File: src/rtl/stopwatch_bcd.sv
// Four-digit BCD stopwatch (M:SS.t) with run/hold, synchronous clear and lap freeze.
// Digit outputs feed the seven-segment decoders; the lap snapshot is selected while frozen.
module stopwatch_bcd #(
  parameter int unsigned TICK_DIV = 5000000,
  parameter int unsigned PW       = 23
) (
  input  logic       clk,
  input  logic       reset,
  input  logic       go,
  input  logic       clr,
  input  logic       lap,
  output logic [3:0] d0,
  output logic [3:0] d1,
  output logic [3:0] d2,
  output logic [3:0] d3,
  output logic       lap_active,
  output logic       wrap
);

  localparam int unsigned DW = 4;
  localparam logic [DW-1:0] NINE = DW'(9);
  localparam logic [DW-1:0] FIVE = DW'(5);
  localparam logic [PW-1:0] PRESC_LAST = PW'(TICK_DIV - 1);

  logic [PW-1:0] presc_q, presc_d;
  logic [DW-1:0] live0_q, live0_d, live1_q, live1_d;
  logic [DW-1:0] live2_q, live2_d, live3_q, live3_d;
  logic [DW-1:0] snap0_q, snap0_d, snap1_q, snap1_d;
  logic [DW-1:0] snap2_q, snap2_d, snap3_q, snap3_d;
  logic          lap_active_q, lap_active_d;
  logic          wrap_q, wrap_d;
  logic          lap_prev_q, lap_prev_d;

  logic tick;
  logic carry0, carry1, carry2, carry3;
  logic lap_edge;

  // Prescaler, digit cascade, lap toggle and clear priority.
  always_comb begin
    presc_d      = presc_q;
    live0_d      = live0_q;
    live1_d      = live1_q;
    live2_d      = live2_q;
    live3_d      = live3_q;
    snap0_d      = snap0_q;
    snap1_d      = snap1_q;
    snap2_d      = snap2_q;
    snap3_d      = snap3_q;
    lap_active_d = lap_active_q;
    wrap_d       = 1'b0;
    lap_prev_d   = lap;

    tick     = go && (presc_q == PRESC_LAST);
    lap_edge = lap && !lap_prev_q;

    // All carries resolve combinationally so the whole count advances on one edge.
    carry0 = tick   && (live0_q >= NINE);
    carry1 = carry0 && (live1_q >= NINE);
    carry2 = carry1 && (live2_q >= FIVE);
    carry3 = carry2 && (live3_q >= NINE);

    if (go) begin
      presc_d = tick ? '0 : presc_q + PW'(1);
    end

    if (tick) begin
      live0_d = carry0 ? '0 : live0_q + DW'(1);
    end
    if (carry0) begin
      live1_d = carry1 ? '0 : live1_q + DW'(1);
    end
    if (carry1) begin
      live2_d = carry2 ? '0 : live2_q + DW'(1);
    end
    if (carry2) begin
      live3_d = carry3 ? '0 : live3_q + DW'(1);
    end
    wrap_d = carry3;

    // Snapshot captures the pre-tick live value so a coincident tick is not shown.
    if (lap_edge) begin
      if (!lap_active_q) begin
        snap0_d      = live0_q;
        snap1_d      = live1_q;
        snap2_d      = live2_q;
        snap3_d      = live3_q;
        lap_active_d = 1'b1;
      end else begin
        lap_active_d = 1'b0;
      end
    end

    if (clr) begin
      presc_d      = '0;
      live0_d      = '0;
      live1_d      = '0;
      live2_d      = '0;
      live3_d      = '0;
      snap0_d      = '0;
      snap1_d      = '0;
      snap2_d      = '0;
      snap3_d      = '0;
      lap_active_d = 1'b0;
      wrap_d       = 1'b0;
    end
  end

  always_ff @(posedge clk or posedge reset) begin
    if (reset) begin
      presc_q      <= '0;
      live0_q      <= '0;
      live1_q      <= '0;
      live2_q      <= '0;
      live3_q      <= '0;
      snap0_q      <= '0;
      snap1_q      <= '0;
      snap2_q      <= '0;
      snap3_q      <= '0;
      lap_active_q <= 1'b0;
      wrap_q       <= 1'b0;
      lap_prev_q   <= 1'b0;
    end else begin
      presc_q      <= presc_d;
      live0_q      <= live0_d;
      live1_q      <= live1_d;
      live2_q      <= live2_d;
      live3_q      <= live3_d;
      snap0_q      <= snap0_d;
      snap1_q      <= snap1_d;
      snap2_q      <= snap2_d;
      snap3_q      <= snap3_d;
      lap_active_q <= lap_active_d;
      wrap_q       <= wrap_d;
      lap_prev_q   <= lap_prev_d;
    end
  end

  // Display select is driven only by registers.
  assign d0         = lap_active_q ? snap0_q : live0_q;
  assign d1         = lap_active_q ? snap1_q : live1_q;
  assign d2         = lap_active_q ? snap2_q : live2_q;
  assign d3         = lap_active_q ? snap3_q : live3_q;
  assign lap_active = lap_active_q;
  assign wrap       = wrap_q;

endmodule

File: config.mk
export PLATFORM = sky130hd
export DESIGN_NAME = stopwatch_bcd
export DESIGN_NICKNAME = d
export VERILOG_FILES = /design/src/rtl/stopwatch_bcd.sv
export SDC_FILE = /design/constraint.sdc
export NUM_CORES = 1
export LEC_CHECK = 0
export BUFFER_PORTS_ARGS = -buffer_cell sky130_fd_sc_hd__buf_2
export CORE_MARGIN = 4
export CORE_UTILIZATION = 40
export DETAILED_ROUTE_END_ITERATION = 10
export PLACE_DENSITY = 0.61
export REMOVE_ABC_BUFFERS = 1
export SLEW_MARGIN = 0
export SYNTH_ARGS = -nofsm -noshare
export SYNTH_HDL_FRONTEND = slang
export SYNTH_SLANG_ARGS = --single-unit
File: constraint.sdc
create_clock -name clk -period 2.37 [get_ports clk]
set_input_delay 0.3555 -clock clk [delete_from_list [all_inputs] [get_ports clk]]
set_output_delay 0.3555 -clock clk [all_outputs]
set_load 0.005 [all_outputs]
### Yosys cells after proc, flatten, opt, wreduce, memory -nomap -nowiden

Cells that the tools add are included.

* register bits: 58
* output and inout port bits: 18

* add/sub/neg operators: 5
* magnitude comparators: 4
* equality and inequality tests: 1
* multiplexer cells: 31
* reduce and logical (&&, ||, !) cells: 13

Operator list (number)
* 4-bit 2-to-1 mux: 24
* 23-bit 2-to-1 mux: 3
* 23-bit by 1-bit adder with 23-bit output (second input constant): 1
* 23-bit == test (second input constant): 1
* 4-bit by 1-bit adder with 4-bit output (second input constant): 4
* 4-bit >= comparator (second input constant): 3
* 2-bit nonzero test: 6
* 1-bit logical AND: 6
* 4-bit by 3-bit >= comparator with 1-bit output (second input constant): 1
* 1-bit 2-to-1 mux: 4
* 1-bit logical NOT: 1

### Logic depth before layout (Yosys ltp)

* word-level depth: 9
* mapped depth: 8
* mapped depth without buffers: 7

### Least setup slack after synthesis

No wires, ideal clock.

* path type: reg-to-reg
* from: register presc_q[0]
* to: register live3_q[2]
* library setup time: 0.136 ns
* arrival time: 1.618 ns
* required time: 2.234 ns
* path slack: 0.615 ns
* stages on the path, launching flop included: 7
* path buffers: 0
* period minus slack after synthesis: 1.755 ns
* path through: dfrtp_1 -> ha_1 -> and4_2 -> and4_2 -> nand2_4 -> o41ai_1 -> a21oi_1

* cells in the longest elaborated chain, start to end: 9
* elaborated cells on any way between the ends: 10

RTL lines
* start, declared: RTL line 25 `logic [PW-1:0] presc_q, presc_d;`
* start signal, assigned: RTL line 123 `presc_q <= presc_d;`
* 23-bit == test *: RTL line 53 `tick = go && (presc_q == PRESC_LAST);`
* 1-bit logical AND *: RTL line 53
* 1-bit logical AND *: RTL line 57 `carry0 = tick && (live0_q >= NINE);`
* 1-bit logical AND *: RTL line 58 `carry1 = carry0 && (live1_q >= NINE);`
* 1-bit logical AND *: RTL line 59 `carry2 = carry1 && (live2_q >= FIVE);`
* 1-bit logical AND: RTL line 60 `carry3 = carry2 && (live3_q >= NINE);`
* 4-bit 2-to-1 mux: RTL line 76 `live3_d = carry3 ? '0 : live3_q + DW'(1);`
* 4-bit 2-to-1 mux: RTL line 75 `if (carry2) begin`
* 4-bit 2-to-1 mux: RTL line 93 `if (clr) begin`
* end signal, assigned: RTL line 127 `live3_q <= live3_d;`
* end, declared: RTL line 27 `logic [DW-1:0] live2_q, live2_d, live3_q, live3_d;`

Mark *: on every way between the ends. The rest lies on a longest branch, timed or not. The select of a mux whose other input is x is not followed.
A chain may end at the register's enable or synchronous reset.

### Worst setup path in the final report

* from: register presc_q[0]
* to: register presc_q[17]

* cells in the longest elaborated chain, start to end: 5
* elaborated cells on any way between the ends: 6

RTL lines
* parallel branches: the longest is 2 deep, another holds 23-bit by 1-bit adder with 23-bit output
* 23-bit 2-to-1 mux *: RTL line 63 `presc_d = tick ? '0 : presc_q + PW'(1);`
* 23-bit 2-to-1 mux *: RTL line 62 `if (go) begin`
* 23-bit 2-to-1 mux *: RTL line 93

Mark *: on every way between the ends. The select of a mux whose other input is x is not followed.

==> reports/qor.tcl <==
set qor(final.setup.worst_slack_ps) 361.9
set qor(slew_headroom_pct) 56.56
set qor(chipHeight_um) 98.34
set qor(floorplan.die_area_sq_mm) 0.009670
set qor(timing.hold.worst.start) {lap}
set qor(post_cts_clock_slew_at_the_launch_and_capture_registers_of_the_worst_setup_and_hold_paths_ps) 60
set qor(htree_num_levels) 3
set qor(cts-root-buf) {clkbuf_8}
set qor(dpl-instance-area_sq_mm) 0.003503
set qor(numPortBuffers) 22
set qor(period_needed_ps) 2008
set qor(critical_path.top_delay_family) {simple AND/OR/NAND/NOR gates}
set qor(finalNetCount) 383
set qor(grt_start_max_net_pins) 29
set qor(yosys.area_share.simple_pct) 25.14
set qor(clkSinkCount) 58
set qor(dominantRegCellSynth) {dfrtp_1}
set qor(via_per_inst) 5.195
set qor(setup_total_negative_slack_ps) 0
set qor(post_synthesis_instance_total) 334
set qor(ir_drop_mv) 0.2667
set qor(synth_cell_types) 50
set qor(cts_max_path_buffers) 2
set qor(detailed_placement_wirelength_estimate_mm) 4.751
set qor(run_status) {finished, final reports clean}
set qor(synth.yosys.warnings) 0
set qor(rr_startpoint) {presc_q[0]}
set qor(synth_fa_ha_area_share_pct) 4.983
set qor(critical_path.max_stage_delay_ps) 380
set qor(fill_cells) 791
set qor(detailroute.via_count) 2447
set qor(total_i_o_pin_count) 23
set qor(finalWirelength_mm) 6.589
set qor(ys_seq_area_share_pct) 44.46
set qor(final_max_slew_viol_count) 0
set qor(synth.area.mux_share_pct) 7.282
set qor(globalplace.congestion) 0.7735
set qor(gr-usage-all-layers_pct) 15.08
set qor(total_leakage_power_nw) 1.700
set qor(core_area_sq_mm) 0.007848
set qor(grt_pass1_wl_mm) 11.86
set qor(hold_violations) 0
set qor(critical-path-slowest-cell) {dfrtp_1}
set qor(fin_area_sq_mm) 0.003706
set qor(maxCapViolations) 0
set qor(overflow) 0
set qor(timing_worst_slew_pin_value_ps) 646.1
set qor(synth_top_family_by_area) {simple AND/OR/NAND/NOR gates}
set qor(worstPathMaxFanout) 20
set qor(avgSynthCellArea_sq_um) 9.774
set qor(power.total_mw) 1.983
set qor(ant_nets) 0
set qor(post_route_clock_skew_ps) 10.89
set qor(final_min_period_over_clock_period_pct) 84.73
set qor(synth_compound_area_share_pct) 7.934
set qor(preCtsSetupSlack_ps) 364.6
set qor(crit_buf_inv) 0
set qor(post_synth_instance_area_sq_mm) 0.003264
set qor(power.density_cell_area_mw_per_mm2) 535.2
set qor(max_freq_mhz) 498.0
set qor(drt-pass1-iter-count) 6
set qor(setup_crit_start_kind) {register}
set qor(clk-insertion-delay-late_ps) 340
set qor(cts_resized) 0
set qor(timing.critical_path.arrival_ps) 2210
set qor(routed_wire_length_per_instance_um) 13.99
set qor(edff_count_synth) 0
set qor(criticalPathCategory) {register to register}
set qor(dieWidth_um) 98.34
set qor(critical_path_cell_list) {ha_1 -> and4_2 -> nand4_4 -> or2_1 -> nand2b_2 -> nor2_1}
set qor(synth-async-reset-ratio_pct) 100.0
set qor(worst_ep_required_time_ps) 2570
set qor(initial_antenna_violation_count) 0
set qor(syn_to_layout_area_delta_pct) 13.53
set qor(rsz0062_at_grt) {false}
set qor(cts_inserted_buffers) 9
set qor(synth-xor-area-share_pct) 5.903
set qor(whs_ps) 137.7
set qor(remaining_drc_errors) 0
set qor(final_layout_size_suffix_gt1_share_pct) 19.24
set qor(critical_path.endpoint_type) {register}
set qor(start_util_pct) 41.60
set qor(report.final.setup_viol) 0
set qor(insertedDiodeCount) 0
set qor(hp-class) {input port to register}
set qor(ys_seq_elements) 58
set qor(number_of_violations_reported_at_the_end_of_detailed_routing_iteration_0) 136
set qor(crit_path_start) {presc_q[0]}
set qor(tritoncts) {yes}
set qor(placementRows) 32
set qor(grt_pass1_vias) 2473
[path summary, 6_finish.rpt]
kind	end	slack [ps]	cells past startpoint
worst min register to register	snap2_q[2]	520	2
worst max-delay path	presc_q[17]	360	6
worst max register to register	presc_q[17]	360	6
worst min-delay path	lap_prev_q	140	1
max in group asynchronous	presc_q[1]	1160	4
min in group asynchronous	snap3_q[3]	550	3
[synth_stat cells, types with 2 or more instances]
library cell  instances  share of area (%)
nor3_1                5               0.77
nand4b_1              4                1.1
buf_4                 2               0.46
buf_6                 2               0.69
nor3b_1               2               0.46
clkbuf_1              5               0.57
nor2b_1               3               0.57
buf_1                 3               0.34
and3_1                5               0.96
and4_1                2               0.54
mux2i_1              17                5.2
nor3_2                2               0.61
o21ai_0              15                2.3
ha_1                 13                5.0
nand2_1              21                2.4
nand3_1              18                2.8
nand2b_1              4               0.77
xnor2_1               7                1.9
xor2_1               15                4.0
buf_2                 2               0.31
mux2_2                6                2.1
nand4_1              14                2.7
nor4_1                4               0.77
nor2_1               49                5.6
a21oi_1              16                2.5
and4_2                2               0.61
a21o_1                3               0.69
inv_1                13                1.5
dfrtp_1              58                 44
nand3b_1              2               0.46
[kinds of logic (layout without fill, tap and decap cells)]
kind of cell    count (synthesis)  after routing
compound gates                 43             43
xor+xnor                       22             22
fa+ha+maj                      13             13
buf+inv                        28             63
flops                          58             58
mux                            23             23
simple gates                  147            147
[state kept, by name, indices dropped and copies added, names as in the netlist]
name	count
presc_q	23
live0_q	4
live1_q	4
live2_q	4
live3_q	4
snap0_q	4
snap1_q	4
snap2_q	4
snap3_q	4
lap_active	1
lap_prev_q	1
wrap	1
[power by group]
part	internal, mW	total (mW)	switching (mW)
Sequential	0.995	0.998	0.00306
Clock	0.504	0.894	0.390
Combinational	0.0270	0.0920	0.0650
Total	1.53	1.98	0.458
[metrics by stage]
| stage | util (%) | instances |
|---|---|---|
| floorplan | - | 319 |
| global placement | 44.64 | 455 |
| detailed placement | 44.64 | 455 |
| CTS | 47.23 | 471 |
| global route | 47.23 | 471 |
| finish | 47.23 | 471 |
[placed cells by master (no fill, tap or decap), types with 2 or more instances in the layout]
cell / netlist / routed
a21o_1: 3 / 3
a21oi_1: 16 / 16
and3_1: 5 / 5
and4_1: 2 / 2
and4_2: 2 / 2
buf_2: 2 / 22
buf_4: 2 / 12
clkbuf_8: 1 / 10
clkinv_2: 0 / 2
clkinvlp_4: 0 / 2
dfrtp_1: 58 / 58
ha_1: 13 / 13
inv_1: 13 / 12
mux2_2: 6 / 6
mux2i_1: 17 / 17
nand2_1: 21 / 21
nand2b_1: 4 / 4
nand3_1: 18 / 18
nand3b_1: 2 / 2
nand4_1: 14 / 14
nand4b_1: 4 / 4
nor2_1: 49 / 49
nor2b_1: 3 / 2
nor3_1: 5 / 5
nor3_2: 2 / 2
nor3b_1: 2 / 2
nor4_1: 4 / 4
o21ai_0: 15 / 15
xnor2_1: 7 / 7
xor2_1: 15 / 15
[repair_timing]
item,CTS,global route
hold buffers,1,0
hold endpoints to repair,4,0
buffers inserted,0,0
[cell type report]
class                      count  area [sq um]  area share [%]
clock buffer                  10         137.6           3.714
multi-input combinational    248          1675           45.21
clock inverter                 5         55.05           1.485
timing repair buffer          35         210.2           5.672
sequential                    58          1451           39.16
tap                          102         127.6           3.444
inverter                      13         48.80           1.317
[metal layers]
layer	up-vias	part of all wire [%]	GRT usage, %
li1	1231	-	-
met1	1160	49	21.22
met2	44	45	22.52
met3	12	4.0	3.000
met4	0	2.1	6.618
met5	-	0	0
No activity file was read; power rests on OpenSTA's default activity.
